**src/rtl/ram_sync_clr.sv**
```systemverilog
// Single-port synchronous RAM with a hardware clear engine.
// After reset, or on a CLEAR pulse while idle, the clear engine writes CLR_VAL
// to every implemented word, one word per cycle. While the sweep runs, BUSY is
// high and READ/WRITE strobes are dropped.
// Reads are registered and have a one-cycle latency. RVALID marks each read
// result. ADDR_ERR flags any accepted access whose address is >= DEPTH.
module ram_sync_clr #(
  parameter int                DATA_W   = 8,
  parameter int                ADDR_W   = 5,
  parameter int                DEPTH    = 32,
  parameter int                RDW_MODE = 0,
  parameter logic [DATA_W-1:0] CLR_VAL  = '0
) (
  input  logic              clk,
  input  logic              reset_n,
  input  logic              CLEAR,
  input  logic              WRITE,
  input  logic              READ,
  input  logic [ADDR_W-1:0] ADDR,
  input  logic [DATA_W-1:0] DATA_IN,
  output logic [DATA_W-1:0] DATA_OUT,
  output logic              RVALID,
  output logic              ADDR_ERR,
  output logic              BUSY
);

  // The compare is one bit wider than the address, so DEPTH == 2**ADDR_W is
  // representable and every address counts as in range.
  localparam logic [ADDR_W:0]   DEPTH_W  = (ADDR_W + 1)'(DEPTH);
  localparam logic [ADDR_W-1:0] LAST_IDX = ADDR_W'(DEPTH - 1);

  typedef enum logic {IDLE, CLR} state_t;

  state_t            state;
  logic [ADDR_W-1:0] clr_cnt;
  logic              busy_q;

  logic [DATA_W-1:0] mem [0:DEPTH-1];

  logic              accept_p0;
  logic              in_range_p0;
  logic              wr_p0;
  logic              rd_p0;
  logic [DATA_W-1:0] rdata_p0;

  // Input stage: decode the access that is accepted at this edge.
  assign accept_p0   = (state == IDLE) && (READ || WRITE);
  assign in_range_p0 = ({1'b0, ADDR} < DEPTH_W);
  assign wr_p0       = (state == IDLE) && WRITE && in_range_p0;
  assign rd_p0       = (state == IDLE) && READ;
  assign BUSY        = busy_q;

  // Read data selection.
  // Out-of-range reads return the fill value.
  // When a read and a write hit the same word in one cycle, RDW_MODE picks
  // the new data (1) or the array contents (0).
  always_comb begin
    rdata_p0 = CLR_VAL;
    if (in_range_p0) begin
      if (WRITE && (RDW_MODE != 0)) rdata_p0 = DATA_IN;
      else                          rdata_p0 = mem[ADDR];
    end
  end

  // Clear-engine FSM.
  // The sweep finishes on the edge that writes the last word, so it takes
  // exactly DEPTH cycles.
  // CLEAR is sampled only in IDLE, so a CLEAR during a sweep is ignored.
  always_ff @(posedge clk or negedge reset_n) begin
    if (!reset_n) begin
      state   <= CLR;
      clr_cnt <= '0;
      busy_q  <= 1'b1;
    end else begin
      case (state)
        CLR: begin
          if (clr_cnt == LAST_IDX) begin
            state   <= IDLE;
            clr_cnt <= '0;
            busy_q  <= 1'b0;
          end else begin
            clr_cnt <= clr_cnt + 1'b1;
          end
        end
        default: begin
          if (CLEAR) begin
            state   <= CLR;
            clr_cnt <= '0;
            busy_q  <= 1'b1;
          end
        end
      endcase
    end
  end

  // Array write port, shared by the clear engine and accepted writes.
  // The array has no reset; its contents are defined only by the sweep.
  always_ff @(posedge clk) begin
    if (state == CLR)  mem[clr_cnt] <= CLR_VAL;
    else if (wr_p0)    mem[ADDR]    <= DATA_IN;
  end

  // Output stage: registered read data and the one-cycle status pulses.
  // DATA_OUT holds its value across cycles with no accepted read.
  always_ff @(posedge clk or negedge reset_n) begin
    if (!reset_n) begin
      DATA_OUT <= '0;
      RVALID   <= 1'b0;
      ADDR_ERR <= 1'b0;
    end else begin
      RVALID   <= rd_p0;
      ADDR_ERR <= accept_p0 && !in_range_p0;
      if (rd_p0) DATA_OUT <= rdata_p0;
    end
  end

endmodule

```
**config.mk**
```make
export PLATFORM = sky130hd
export DESIGN_NAME = ram_sync_clr
export DESIGN_NICKNAME = d
export VERILOG_FILES = /design/src/rtl/ram_sync_clr.sv
export SDC_FILE = /design/constraint.sdc
export NUM_CORES = 1
export LEC_CHECK = 0
export BUFFER_PORTS_ARGS = -buffer_cell sky130_fd_sc_hd__buf_4
export CORE_MARGIN = 5
export CORE_UTILIZATION = 39
export CTS_BUF_LIST = sky130_fd_sc_hd__clkbuf_2
export CTS_CLUSTER_DIAMETER = 120
export DETAILED_ROUTE_END_ITERATION = 16
export GPL_TIMING_DRIVEN = 0
export PLACE_DENSITY = 0.52
export SLEW_MARGIN = 20
export SYNTH_ARGS = -nofsm -noshare
export SYNTH_HDL_FRONTEND = slang
export SYNTH_SLANG_ARGS = --single-unit
```
**constraint.sdc**
```tcl
create_clock -name clk -period 4.56 [get_ports clk]
set_input_delay 0.912 -clock clk [delete_from_list [all_inputs] [get_ports clk]]
set_output_delay 0.912 -clock clk [all_outputs]
set_load 0.005 [all_outputs]
```
==> reports/metrics.json, run 1 <==
{
  "count_of_routing_violations_after_the_opening_detailed_route_iteration": {"value": 532},
  "post-layout-total-power": {"value": 5.92, "unit": "mW"},
  "die_area": {"value": 32000, "unit": "sq um"},
  "post_synth_num_cell_types": {"value": 38},
  "timing.hold.worst.class": {"value": "input port to register"},
  "rsz0062_at_grt": {"value": "false"},
  "criticalPathCategory": {"value": "register to register"},
  "timing.critical_path.cells": {"value": "clkbuf_1 -> clkbuf_1 -> a31oi_2 -> nor2_1"},
  "clock_sink_count": {"value": 272},
  "worst_slew_margin_rel": {"value": 0.324},
  "use_met3": {"value": 0.0493},
  "worstSetupEndpointType": {"value": "register"},
  "place_ws": {"value": 1.12, "unit": "ns"},
  "achievable-frequency": {"value": 357, "unit": "MHz"},
  "post_cts_buffers": {"value": 0},
  "via_total_after_detailed_routing": {"value": 6372},
  "final.hold.worst_slack": {"value": 0.316, "unit": "ns"},
  "synth.ff_latch_count": {"value": 272},
  "reg2regPathDepth": {"value": 4},
  "layout_worst_path_cycle_share": {"value": 0.614},
  "fp.dieH": {"value": 179, "unit": "um"},
  "remaining_drc_errors": {"value": 0},
  "finalWorstSetupSlack": {"value": 1.76, "unit": "ns"},
  "maxcap_violations": {"value": 0},
  "setup_total_negative_slack": {"value": 0, "unit": "ns"},
  "number_of_instances_in_the_synthesized_netlist": {"value": 656},
  "powerDensity": {"value": 472, "unit": "nW/um^2"},
  "initial_core_util": {"value": 0.398},
  "htree_levels": {"value": 3},
  "synth.yosys.seq_area_share": {"value": 0.728},
  "grt.met1_usage": {"value": 0.242},
  "final_nets": {"value": 779},
  "io_buffers": {"value": 26},
  "worst_path_max_delay_cell": {"value": "nor2_1"},
  "crit_path_max_incr_delay": {"value": 0.77, "unit": "ns"},
  "finalClockSkew": {"value": 0.0352, "unit": "ns"},
  "floorplan.rows": {"value": 61},
  "pin_count_of_the_biggest_net_entering_global_routing": {"value": 33},
  "grt_first_pass_wirelength": {"value": 42800, "unit": "um"},
  "reg_area": {"value": 8090, "unit": "sq um"},
  "first_pass_iters": {"value": 7},
  "fin_cells": {"value": 1185},
  "count_of_hold_fix_buffers_inserted_at_cts": {"value": 1},
  "dp_hpwl": {"value": 19900, "unit": "um"},
  "final_common_cell": {"value": "edfxtp_1"},
  "status": {"value": "finished, final reports clean"},
  "synthesis.yosys.warnings": {"value": 0},
  "worst-slew-pin-transition": {"value": 1.01, "unit": "ns"},
  "finish_stage_setup_viols": {"value": 0},
  "top_level_ports": {"value": 29},
  "crit_required": {"value": 4.97, "unit": "ns"},
  "die_width": {"value": 179, "unit": "um"},
  "flow.area_growth_from_synthesis": {"value": 12.9, "unit": "%"},
  "ctsRootBufferMaster": {"value": "clkbuf_2"},
  "syn_area_per_cell": {"value": 16.9, "unit": "sq um"},
  "synth_area": {"value": 11100, "unit": "sq um"},
  "avgViaCountPerCell": {"value": 5.38},
  "drt.antenna.violating_nets": {"value": 0},
  "initial_antenna_violation_count": {"value": 1},
  "period_minus_slack": {"value": 2.80, "unit": "ns"},
  "grt_pass1_vias": {"value": 6577},
  "grt-ovfl-total": {"value": 0},
  "post_cts.resized_instances": {"value": 0},
  "fillers": {"value": 2574},
  "clk_transition_reported_paths": {"value": 0.11, "unit": "ns"},
  "wl": {"value": 29700, "unit": "um"},
  "core_region_area": {"value": 27900, "unit": "sq um"},
  "whs_path_depth": {"value": 2},
  "timing.final.max_slew_violations": {"value": 0},
  "cts_buffers": {"value": 70},
  "ir_drop": {"value": 0.000251, "unit": "V"},
  "tritoncts": {"value": "yes"},
  "worstPathMaxFanout": {"value": 10},
  "routed_length_per_instance": {"value": 25.0, "unit": "um"},
  "timing.critical_path.from_type": {"value": "register"},
  "fraction_of_layout_cells_with_a_size_suffix_above_1": {"value": 0.247},
  "worst_skew_pair.late_latency": {"value": 0.80, "unit": "ns"},
  "total_routing_usage_gr": {"value": 0.190},
  "dp.cells": {"value": 1064},
  "place_congestion": {"value": 0.858},
  "cpMostUsedCell": {"value": "clkbuf_1"},
  "grt_use_met2": {"value": 0.317},
  "p_leak": {"value": 4.64, "unit": "nW"},
  "ctsLongestPathBuffers": {"value": 3},
  "grt_busiest_layer": {"value": "met2"},
  "finalHoldViolCount": {"value": 0},
  "multi_input_area": {"value": 2760, "unit": "sq um"},
  "worst-endpoint-arrival": {"value": 3.21, "unit": "ns"},
  "syn-num-nets": {"value": 676},
  "most-common-layout-cells": {"value": "edfxtp_1 (256), mux2i_1 (128), clkbuf_2 (99)"}
}
## synth_stat cells (all sizes together)
master	number	share of area
nor2b	3	0.0019
and2	9	0.0053
a21oi	22	0.0099
a22o	16	0.013
and3	2	0.0011
nor4b	1	0.00079
nor3b	1	0.00068
ha	2	0.0023
inv	6	0.0020
nor2	42	0.014
nand2b	7	0.0039
a31oi	5	0.0028
buf	26	0.020
dfrtp	14	0.032
o22ai	9	0.0051
or2	1	0.00056
a221oi	16	0.020
o31ai	1	0.00068
mux2i	128	0.12
conb	1	0.00034
edfxtp	256	0.69
a22oi	34	0.023
nor3	8	0.0036
nor4bb	1	0.00090
dfstp	2	0.0047
o41ai	9	0.013
clkbuf	13	0.0044
o21ai	6	0.0027
nand2	15	0.0051
## where the power goes
part	internal, mW	leakage [nW]	switching (mW)
combinational	0.345	1.59	0.738
sequential	3.12	2.58	0.131
clock	0.638	0.472	0.951
## layer usage
layer / part of all wire / wire length [um]
met3: 0.063 / 1870
met1: 0.41 / 12300
met2: 0.50 / 14800
met4: 0.024 / 720
met5: 0 / 0
## worst max-delay path, delay by kind of cell, from the launching register on
| family | cells | cell delay [ns] |
|---|---|---|
| DFF | 1 | 0.52 |
| buffers and inverters | 2 | 0.70 |
| AOI/OAI and AO/OA | 1 | 0.42 |
| and+or+nand+nor | 1 | 0.77 |
## worst paths after layout
check	slack, ns	startpoint	to
worst max-delay path	1.76	state$_DFF_PN1_	mem[17][7]$_DFFE_PP_
worst min-delay path	0.32	CLEAR	clr_cnt[1]$_DFFE_PN0P_
worst max register to register	1.76	state$_DFF_PN1_	mem[17][7]$_DFFE_PP_
worst min register to register	0.51	BUSY$_DFFE_PN1P_	BUSY$_DFFE_PN1P_
max in group asynchronous	3.78	reset_n	BUSY$_DFFE_PN1P_
min in group asynchronous	0.50	reset_n	clr_cnt[2]$_DFFE_PN0P_
## cell type report
class | count | area share
diodes | 1 | 0.000200
plain buffers | 39 | 0.0216
clock buffers | 99 | 0.0395
clock inverters | 20 | 0.00858
inverters | 6 | 0.00180
multi-input cells | 339 | 0.220
flip-flops and latches | 272 | 0.645
well taps | 378 | 0.0377
repair buffers | 31 | 0.0252
## kinds of logic (layout without fill, tap and decap cells)
family,after synthesis,after routing,synth area share
AO/OA/AOI/OAI,118,118,0.0892
adder cells (fa/ha/maj),2,2,0.00225
buffers and inverters,45,195,0.0264
flip-flops,272,272,0.728
multiplexers,128,128,0.115
other,1,2,0.000338
AND/OR/NAND/NOR,90,90,0.0381
## sequential cells by signal, summed over array words and instances, names as in the netlist
signal    count
RVALID        1
state         1
DATA_OUT      8
BUSY          1
mem         256
clr_cnt       5
## metrics by stage
step / util / instance area [sq um]
global route: 0.449 / 12500
finish: 0.449 / 12500
global placement: 0.422 / 11800
floorplan: - / 11100
CTS: 0.449 / 12500
detailed placement: 0.427 / 11900
(Power assumes the default switching activity.)
==> run 2: changes to the inputs <==
Settings changed: ABC_AREA set to 1, PLACE_DENSITY 0.52 to 0.54.
Clock period 4.56 ns to 2.5 ns, I/O delays scaled along.
==> run 2 against run 1 <==
Effect of this change: critical path depth increased by 2; register-to-register slack got worse by 1.8 ns; clock skew decreased by 0.0028 ns; critical endpoint is now mem[15][3]$_DFFE_PP_; clock power increased by 87%; combinational power increased by 95%; sequential power increased by 81%; total power increased by 85%; utilization increased by 0.60 points; the flow now finishes with violations (negative setup slack); via count increased by 23%; count of clock-buffer cells in the layout increased by 7.
==> reports/metrics.json, run 2 <==
{
  "crit_required": {"value": 2.93, "unit": "ns", "change": "-2.04 ns"},
  "finish_stage_setup_viols": {"value": 33, "change": "+33"},
  "syn-num-nets": {"value": 1014, "change": "+50%"},
  "use_met3": {"value": 0.0416, "change": "-0.00771"},
  "final_common_cell": {"value": "nand2_1"},
  "core_region_area": {"value": 28600, "unit": "sq um", "change": "+2.5%"},
  "regMostFlops": {"value": "mem"},
  "reg_area": {"value": 8090, "unit": "sq um", "change": "unchanged"},
  "reg2regPathDepth": {"value": 6, "change": "+2"},
  "synthesis.yosys.warnings": {"value": 0, "change": "unchanged"},
  "syn_area_per_cell": {"value": 11.3, "unit": "sq um", "change": "-33%"},
  "ctsLongestPathBuffers": {"value": 3, "change": "unchanged"},
  "post_cts_buffers": {"value": 0, "change": "unchanged"},
  "grt_first_pass_wirelength": {"value": 48200, "unit": "um", "change": "+13%"},
  "achievable-frequency": {"value": 395, "unit": "MHz", "change": "+11%"},
  "remaining_drc_errors": {"value": 0, "change": "unchanged"},
  "drt.antenna.violating_nets": {"value": 0, "change": "unchanged"},
  "initial_antenna_violation_count": {"value": 1, "change": "unchanged"},
  "pin_count_of_the_biggest_net_entering_global_routing": {"value": 27, "change": "-18%"},
  "avgViaCountPerCell": {"value": 5.12, "change": "-4.8%"},
  "cts_buffers": {"value": 73, "change": "+4.3%"},
  "timing.critical_path.from": {"value": "state$_DFF_PN1_"},
  "ctsRootBufferMaster": {"value": "clkbuf_2"},
  "largest_registers": {"value": "mem (256), DATA_OUT (8), clr_cnt (5)"},
  "fp.dieH": {"value": 180, "unit": "um", "change": "+0.65%"},
  "multi_input_area": {"value": 3040, "unit": "sq um", "change": "+10%"},
  "post_synth_num_cell_types": {"value": 27, "change": "-29%"},
  "grt.met1_usage": {"value": 0.272, "change": "+0.0292"},
  "final_nets": {"value": 1124, "change": "+44%"},
  "floorplan.rows": {"value": 62, "change": "+1.6%"},
  "worst-slew-pin-transition": {"value": 0.803, "unit": "ns", "change": "-0.211 ns"},
  "synth_largest_area_cell": {"value": "edfxtp_1"},
  "p_leak": {"value": 5.01, "unit": "nW", "change": "+8.0%"},
  "flow.area_growth_from_synthesis": {"value": 15.6, "unit": "%"},
  "via_total_after_detailed_routing": {"value": 7850, "change": "+23%"},
  "place_congestion": {"value": 0.861, "change": "+0.31%"},
  "dp_hpwl": {"value": 22300, "unit": "um", "change": "+12%"},
  "status": {"value": "finished with violations"},
  "tritoncts": {"value": "yes"},
  "worstReg2RegStart": {"value": "state$_DFF_PN1_"},
  "finalWorstSetupSlack": {"value": -0.0326, "unit": "ns", "change": "-1.79 ns"},
  "violations": {"value": "negative setup slack"},
  "powerDensity": {"value": 843, "unit": "nW/um^2", "change": "+79%"},
  "worst_skew_pair.late_latency": {"value": 0.81, "unit": "ns", "change": "about the same"},
  "synth.ff_latch_count": {"value": 272, "change": "unchanged"},
  "ir_drop": {"value": 0.000396, "unit": "V", "change": "+58%"},
  "period_minus_slack": {"value": 2.53, "unit": "ns", "change": "-0.267 ns"},
  "worst-endpoint-arrival": {"value": 2.96, "unit": "ns", "change": "-0.25 ns"},
  "most-common-layout-cells": {"value": "nand2_1 (354), edfxtp_1 (256), nand3_1 (217)"},
  "io_buffers": {"value": 24, "change": "-7.7%"},
  "worstPathMaxFanout": {"value": 9, "change": "-1"},
  "die_area": {"value": 32400, "unit": "sq um", "change": "+1.3%"},
  "grt-ovfl-total": {"value": 0, "change": "unchanged"},
  "timing.hold.worst.class": {"value": "input port to asynchronous set/reset pin"},
  "htree_levels": {"value": 3, "change": "unchanged"},
  "first_pass_iters": {"value": 7, "change": "unchanged"},
  "wl": {"value": 32300, "unit": "um", "change": "+8.7%"},
  "number_of_instances_in_the_synthesized_netlist": {"value": 994, "change": "+52%"},
  "clk_transition_reported_paths": {"value": 0.10, "unit": "ns", "change": "about the same"},
  "maxcap_violations": {"value": 0, "change": "unchanged"},
  "grt_pass1_vias": {"value": 7825, "change": "+19%"},
  "clock_sink_count": {"value": 272, "change": "unchanged"},
  "grt_use_met2": {"value": 0.306, "change": "-0.0107"},
  "ys_dominant_reg_cell": {"value": "edfxtp_1"},
  "synth_area": {"value": 11300, "unit": "sq um", "change": "+1.4%"},
  "total_routing_usage_gr": {"value": 0.199, "change": "+0.00825"},
  "count_of_flip_flops_with_a_built_in_enable_after_synthesis": {"value": 256, "change": "unchanged"},
  "criticalPathCategory": {"value": "register to register"},
  "place_ws": {"value": -0.379, "unit": "ns", "change": "-1.50 ns"},
  "timing.critical_path.from_type": {"value": "register"},
  "fillers": {"value": 2699, "change": "+4.9%"},
  "count_leader_synth": {"value": "nand2_1"},
  "post-layout-total-power": {"value": 11.0, "unit": "mW", "change": "+85%"},
  "synthArstFlopShare": {"value": 0.0588, "change": "unchanged"},
  "rsz0062_at_grt": {"value": "true"},
  "timing.final.max_slew_violations": {"value": 0, "change": "unchanged"},
  "die_width": {"value": 180, "unit": "um", "change": "+0.65%"},
  "grt_busiest_layer": {"value": "met2"},
  "worstSetupEndpointType": {"value": "register"},
  "top_level_ports": {"value": 29, "change": "unchanged"},
  "synth.yosys.seq_area_share": {"value": 0.718, "change": "-0.00995"},
  "finalClockSkew": {"value": 0.0324, "unit": "ns", "change": "-0.00285 ns"},
  "initial_core_util": {"value": 0.393, "change": "-0.00422"},
  "routed_length_per_instance": {"value": 21.0, "unit": "um", "change": "-16%"},
  "worst_slew_margin_rel": {"value": 0.464, "change": "+0.140"},
  "layout_worst_path_cycle_share": {"value": 1.01, "change": "+0.399"},
  "finalHoldViolCount": {"value": 0, "change": "unchanged"},
  "synth_top_area_share": {"value": 0.683, "change": "-0.00946"},
  "largest_reg_flops": {"value": 256, "change": "unchanged"},
  "synth.top_cells.by_count": {"value": "nand2_1 (354), edfxtp_1 (256), nand3_1 (221)"},
  "fraction_of_layout_cells_with_a_size_suffix_above_1": {"value": 0.213, "change": "-0.0340"},
  "count_of_routing_violations_after_the_opening_detailed_route_iteration": {"value": 716, "change": "+35%"},
  "synth_area_leaders": {"value": "edfxtp_1 (68%), nand2_1 (12%), nand3_1 (9.8%)"}
}
## run 2: cell families (layout without fill, tap and decap cells)
| logic type | count (synthesis) | in the layout | synth area share |
|---|---|---|---|
| simple gates | 626 | 626 | 0.236 |
| flops | 272 | 272 | 0.718 |
| buf+inv | 79 | 231 | 0.0349 |
| compound gates | 12 | 12 | 0.00656 |
| fa+ha+maj | 2 | 2 | 0.00222 |
| xor+xnor | 2 | 2 | 0.00156 |
| other cells | 1 | 4 | 0.000333 |
## run 2: stage by stage
step	cells	instance area [sq um]	setup TNS, ns	hold WS [ns]	util
final	1533	13000	-0.474	0.0803	0.455
after global routing	1533	13000	-3.18	0.0536	0.455
after CTS	1530	12900	-21.66	0.0307	0.450
after detailed placement	1410	12200	-49.62	0.367	0.425
after global placement	1402	11900	-303.71	0.368	0.416
after floorplan	994	11300	0	0.204	-
## run 2: routing by layer
| metal | share of wire | up-vias |
|---|---|---|
| li1 | - | 3706 |
| met4 | 0.039 | 0 |
| met5 | 0 | - |
| met3 | 0.081 | 80 |
| met2 | 0.46 | 327 |
| met1 | 0.42 | 3737 |
## run 2: cell type report
class / instances / area share
Timing Repair Buffer: 35 / 0.0313
Buffer: 54 / 0.0230
Clock buffer: 106 / 0.0408
Antenna cell: 3 / 0.000577
Inverter: 25 / 0.00721
Tap cell: 384 / 0.0369
Clock inverter: 11 / 0.00538
Sequential cell: 272 / 0.621
Multi-Input combinational cell: 643 / 0.233
## run 2: final timing paths
path                                            to  slack, ns
setup / recovery              mem[15][3]$_DFFE_PP_      -0.03
hold / removal             DATA_OUT[2]$_DFFE_PN0P_       0.08
setup reg to reg              mem[15][3]$_DFFE_PP_      -0.03
hold reg to reg            DATA_OUT[4]$_DFFE_PN0P_       0.49
max in group asynchronous          state$_DFF_PN1_       2.15
min in group clk               mem[0][1]$_DFFE_PP_       0.13
## run 2: timing repair
action                     4_1_cts  5_1_grt
hold buffers                     3        0
resized for setup               23       33
setup endpoints to repair      215      256
hold endpoints to repair        22        0
## run 2: critical path, cell delays in order (launching register included)
cell	delay, ns
dfstp_2	0.60
inv_2	0.10
nand2_8	0.11
nand2_1	0.12
o21ai_1	0.21
nand3_2	0.47
nor2_2	0.55
## run 2: report_power, final
group / switching [mW] / internal, mW / total [mW]
clock network: 1.77 / 1.21 / 2.98
logic: 1.54 / 0.570 / 2.11
registers: 0.189 / 5.69 / 5.88
total: 3.50 / 7.47 / 11.0
==> run 3: changes to the inputs <==
Settings changed: CORE_UTILIZATION 39 to 55, PLACE_DENSITY 0.54 to 0.72.
==> run 3 against run 2 <==
Effect of this change: the flow still finishes with violations (negative setup slack); non-clock buffer count decreased by 1; design area decreased by 0.88%; count of clock-buffer cells in the layout decreased by 10; setup slack got worse by 0.011 ns; clock skew increased by 0.053 ns; sequential power about the same; worst hold slack improved by 0.0023 ns; sequential cell count unchanged; critical path depth unchanged; fmax decreased by 0.41%.
==> reports/metrics.json, run 3 (synthesized netlist as in run 2, its figures left out) <==
{
  "count_of_routing_violations_after_the_opening_detailed_route_iteration": {"value": 922, "change": "+29%"},
  "final_core_utilization": {"value": 0.640, "change": "+0.185"},
  "setup_total_negative_slack": {"value": -0.539, "unit": "ns", "change": "-0.0651 ns"},
  "first_pass_iters": {"value": 5, "change": "-2"},
  "crit_required": {"value": 2.87, "unit": "ns", "change": "-0.06 ns"},
  "largest_registers": {"value": "mem (256), DATA_OUT (8), clr_cnt (5)"},
  "die_area": {"value": 23400, "unit": "sq um", "change": "-28%"},
  "die_width": {"value": 153, "unit": "um", "change": "-15%"},
  "status": {"value": "finished with violations"},
  "top_level_ports": {"value": 29, "change": "unchanged"},
  "use_met3": {"value": 0.0571, "change": "+0.0155"},
  "dp_hpwl": {"value": 20400, "unit": "um", "change": "-8.2%"},
  "wl": {"value": 29600, "unit": "um", "change": "-8.1%"},
  "timing.hold.worst.class": {"value": "input port to register"},
  "timing.critical_path.from_type": {"value": "register"},
  "maxcap_violations": {"value": 0, "change": "unchanged"},
  "drt.antenna.violating_nets": {"value": 0, "change": "unchanged"},
  "place_area": {"value": 12100, "unit": "sq um", "change": "-0.99%"},
  "timing.critical_path.cells": {"value": "inv_2 -> nand2_8 -> o21ai_1 -> inv_1 -> nand3_1 -> nor2_2"},
  "rsz0062_at_grt": {"value": "true"},
  "dp.cells": {"value": 1296, "change": "-8.1%"},
  "finalHoldViolCount": {"value": 0, "change": "unchanged"},
  "worst-endpoint-arrival": {"value": 2.92, "unit": "ns", "change": "-0.04 ns"},
  "worst_skew_pair.late_latency": {"value": 0.82, "unit": "ns", "change": "about the same"},
  "grt_use_met2": {"value": 0.406, "change": "+0.0993"},
  "design_area": {"value": 12900, "unit": "sq um", "change": "-0.88%"},
  "fraction_of_layout_cells_with_a_size_suffix_above_1": {"value": 0.208, "change": "-0.00473"},
  "violations": {"value": "negative setup slack"},
  "crit_path_max_incr_delay": {"value": 0.60, "unit": "ns", "change": "about the same"},
  "final_common_cell": {"value": "nand2_1"},
  "reg_area": {"value": 8090, "unit": "sq um", "change": "unchanged"},
  "avgViaCountPerCell": {"value": 5.66, "change": "+10%"},
  "worst_slew_margin_rel": {"value": 0.490, "change": "+0.0258"},
  "place_congestion": {"value": 1.03, "change": "+19%"},
  "criticalPathCategory": {"value": "register to register"},
  "achievable-frequency": {"value": 393, "unit": "MHz", "change": "-0.41%"},
  "worstPathMaxFanout": {"value": 9, "change": "unchanged"},
  "timing.final.max_slew_violations": {"value": 0, "change": "unchanged"},
  "whs_path_depth": {"value": 4},
  "total_routing_usage_gr": {"value": 0.252, "change": "+0.0530"},
  "reg2reg_slack": {"value": -0.04, "unit": "ns", "change": "about the same"},
  "floorplan.rows": {"value": 52, "change": "-16%"},
  "p_leak": {"value": 5.02, "unit": "nW", "change": "+0.14%"},
  "tritoncts": {"value": "yes"},
  "worst_path_max_delay_cell": {"value": "dfstp_2"},
  "io_buffers": {"value": 24, "change": "unchanged"},
  "ir_drop": {"value": 0.000307, "unit": "V", "change": "-22%"},
  "cts_buffers": {"value": 67, "change": "-8.2%"},
  "remaining_drc_errors": {"value": 0, "change": "unchanged"},
  "finalWorstSetupSlack": {"value": -0.0431, "unit": "ns", "change": "-0.0105 ns"},
  "fp.dieH": {"value": 153, "unit": "um", "change": "-15%"},
  "flow.area_growth_from_synthesis": {"value": 14.6, "unit": "%"},
  "routed_length_per_instance": {"value": 20.9, "unit": "um", "change": "-0.77%"},
  "grt-ovfl-total": {"value": 0, "change": "unchanged"},
  "powerDensity": {"value": 846, "unit": "nW/um^2", "change": "+0.33%"},
  "grt_pass1_vias": {"value": 7924, "change": "+1.3%"},
  "worstSetupEndpointType": {"value": "register"},
  "post_cts_buffers": {"value": 0, "change": "unchanged"},
  "period_minus_slack": {"value": 2.54, "unit": "ns", "change": "+0.0105 ns"},
  "fillers": {"value": 1580, "change": "-41%"},
  "ctsLongestPathBuffers": {"value": 3, "change": "unchanged"},
  "most-common-layout-cells": {"value": "nand2_1 (354), edfxtp_1 (256), nand3_1 (218)"},
  "initial_core_util": {"value": 0.558, "change": "+0.165"},
  "core_region_area": {"value": 20200, "unit": "sq um", "change": "-30%"},
  "worst-slew-pin-transition": {"value": 0.765, "unit": "ns", "change": "-0.0387 ns"},
  "via_total_after_detailed_routing": {"value": 8028, "change": "+2.3%"},
  "clock_sink_count": {"value": 272, "change": "unchanged"},
  "regMostFlops": {"value": "mem"},
  "final_nets": {"value": 1117, "change": "-0.62%"},
  "multi_input_area": {"value": 3030, "unit": "sq um", "change": "-0.33%"},
  "fin_cells": {"value": 1419, "change": "-7.4%"},
  "finish_stage_setup_viols": {"value": 28, "change": "-15%"},
  "grt_busiest_layer": {"value": "met2"},
  "grt.met1_usage": {"value": 0.326, "change": "+0.0547"},
  "layout_worst_path_cycle_share": {"value": 1.02, "change": "+0.00422"},
  "reg2regPathDepth": {"value": 6, "change": "unchanged"},
  "finalClockSkew": {"value": 0.0855, "unit": "ns", "change": "+0.0531 ns"},
  "htree_levels": {"value": 3, "change": "unchanged"},
  "pin_count_of_the_biggest_net_entering_global_routing": {"value": 25, "change": "-7.4%"},
  "ctsRootBufferMaster": {"value": "clkbuf_2"},
  "clk_transition_reported_paths": {"value": 0.10, "unit": "ns", "change": "about the same"},
  "grt_first_pass_wirelength": {"value": 44000, "unit": "um", "change": "-8.8%"},
  "post-layout-total-power": {"value": 10.9, "unit": "mW", "change": "-0.56%"},
  "largest_reg_flops": {"value": 256, "change": "unchanged"},
  "initial_antenna_violation_count": {"value": 1, "change": "unchanged"}
}
## run 3: changes by cell type in the layout (fill, tap and decap cells not counted), moves of 2 or more
cell,delta
diode_2,-2
buf_16,+3
clkinv_2,+4
clkbuf_2,-10
buf_12,-3
clkinv_1,+7
## run 3: area by class of cell
class / count / area share
Timing Repair Buffer: 34 / 0.0326
Clock inverter: 24 / 0.0116
Clock buffer: 96 / 0.0372
Multi-Input combinational cell: 643 / 0.235
Sequential cell: 272 / 0.627
Buffer: 54 / 0.0232
Tap cell: 270 / 0.0262
Antenna cell: 1 / 0.000194
Inverter: 25 / 0.00727
## run 3: worst max-delay path: cells and delay by family, from the launching register on
family	cells	cell delay, ns
flip-flops	1	0.60
buffers and inverters	2	0.23
AO/OA/AOI/OAI	1	0.13
AND/OR/NAND/NOR	3	1.19
## run 3: metal layers
layer	routed length, um	vias to the layer above
met3	3070	83
met2	14100	472
met1	11300	3777
li1	-	3696
met5	0	-
met4	1220	0
## run 3: timing repair
item	CTS	global route
endpoints found under the setup margin	206	227
endpoints found under the hold margin	18	0
hold buffers	2	0
gates resized for setup	16	38
## run 3: final timing paths
check | from | end
worst max-delay path | state$_DFF_PN1_ | mem[6][1]$_DFFE_PP_
worst min-delay path | READ | DATA_OUT[3]$_DFFE_PN0P_
worst max register to register | state$_DFF_PN1_ | mem[6][1]$_DFFE_PP_
worst min register to register | DATA_OUT[5]$_DFFE_PN0P_ | DATA_OUT[5]$_DFFE_PN0P_
max in group asynchronous | reset_n | BUSY$_DFFE_PN1P_
min in group asynchronous | reset_n | DATA_OUT[2]$_DFFE_PN0P_
## run 3: through the flow
step           worst slack, ns  hold slack, ns
2_1_floorplan            0.548           0.204
3_3_place_gp            -0.957           0.366
3_5_place_dp            -0.317           0.367
4_1_cts                 -0.163          0.0488
5_1_grt                 -0.145          0.0654
6_report               -0.0431          0.0825
## run 3: where the power goes
part           leakage (nW)  internal (mW)  switching (mW)  total (mW)
clock                 0.484           1.25            1.69        2.94
sequential             2.57           5.69           0.196        5.89
combinational          1.96          0.570            1.52        2.09
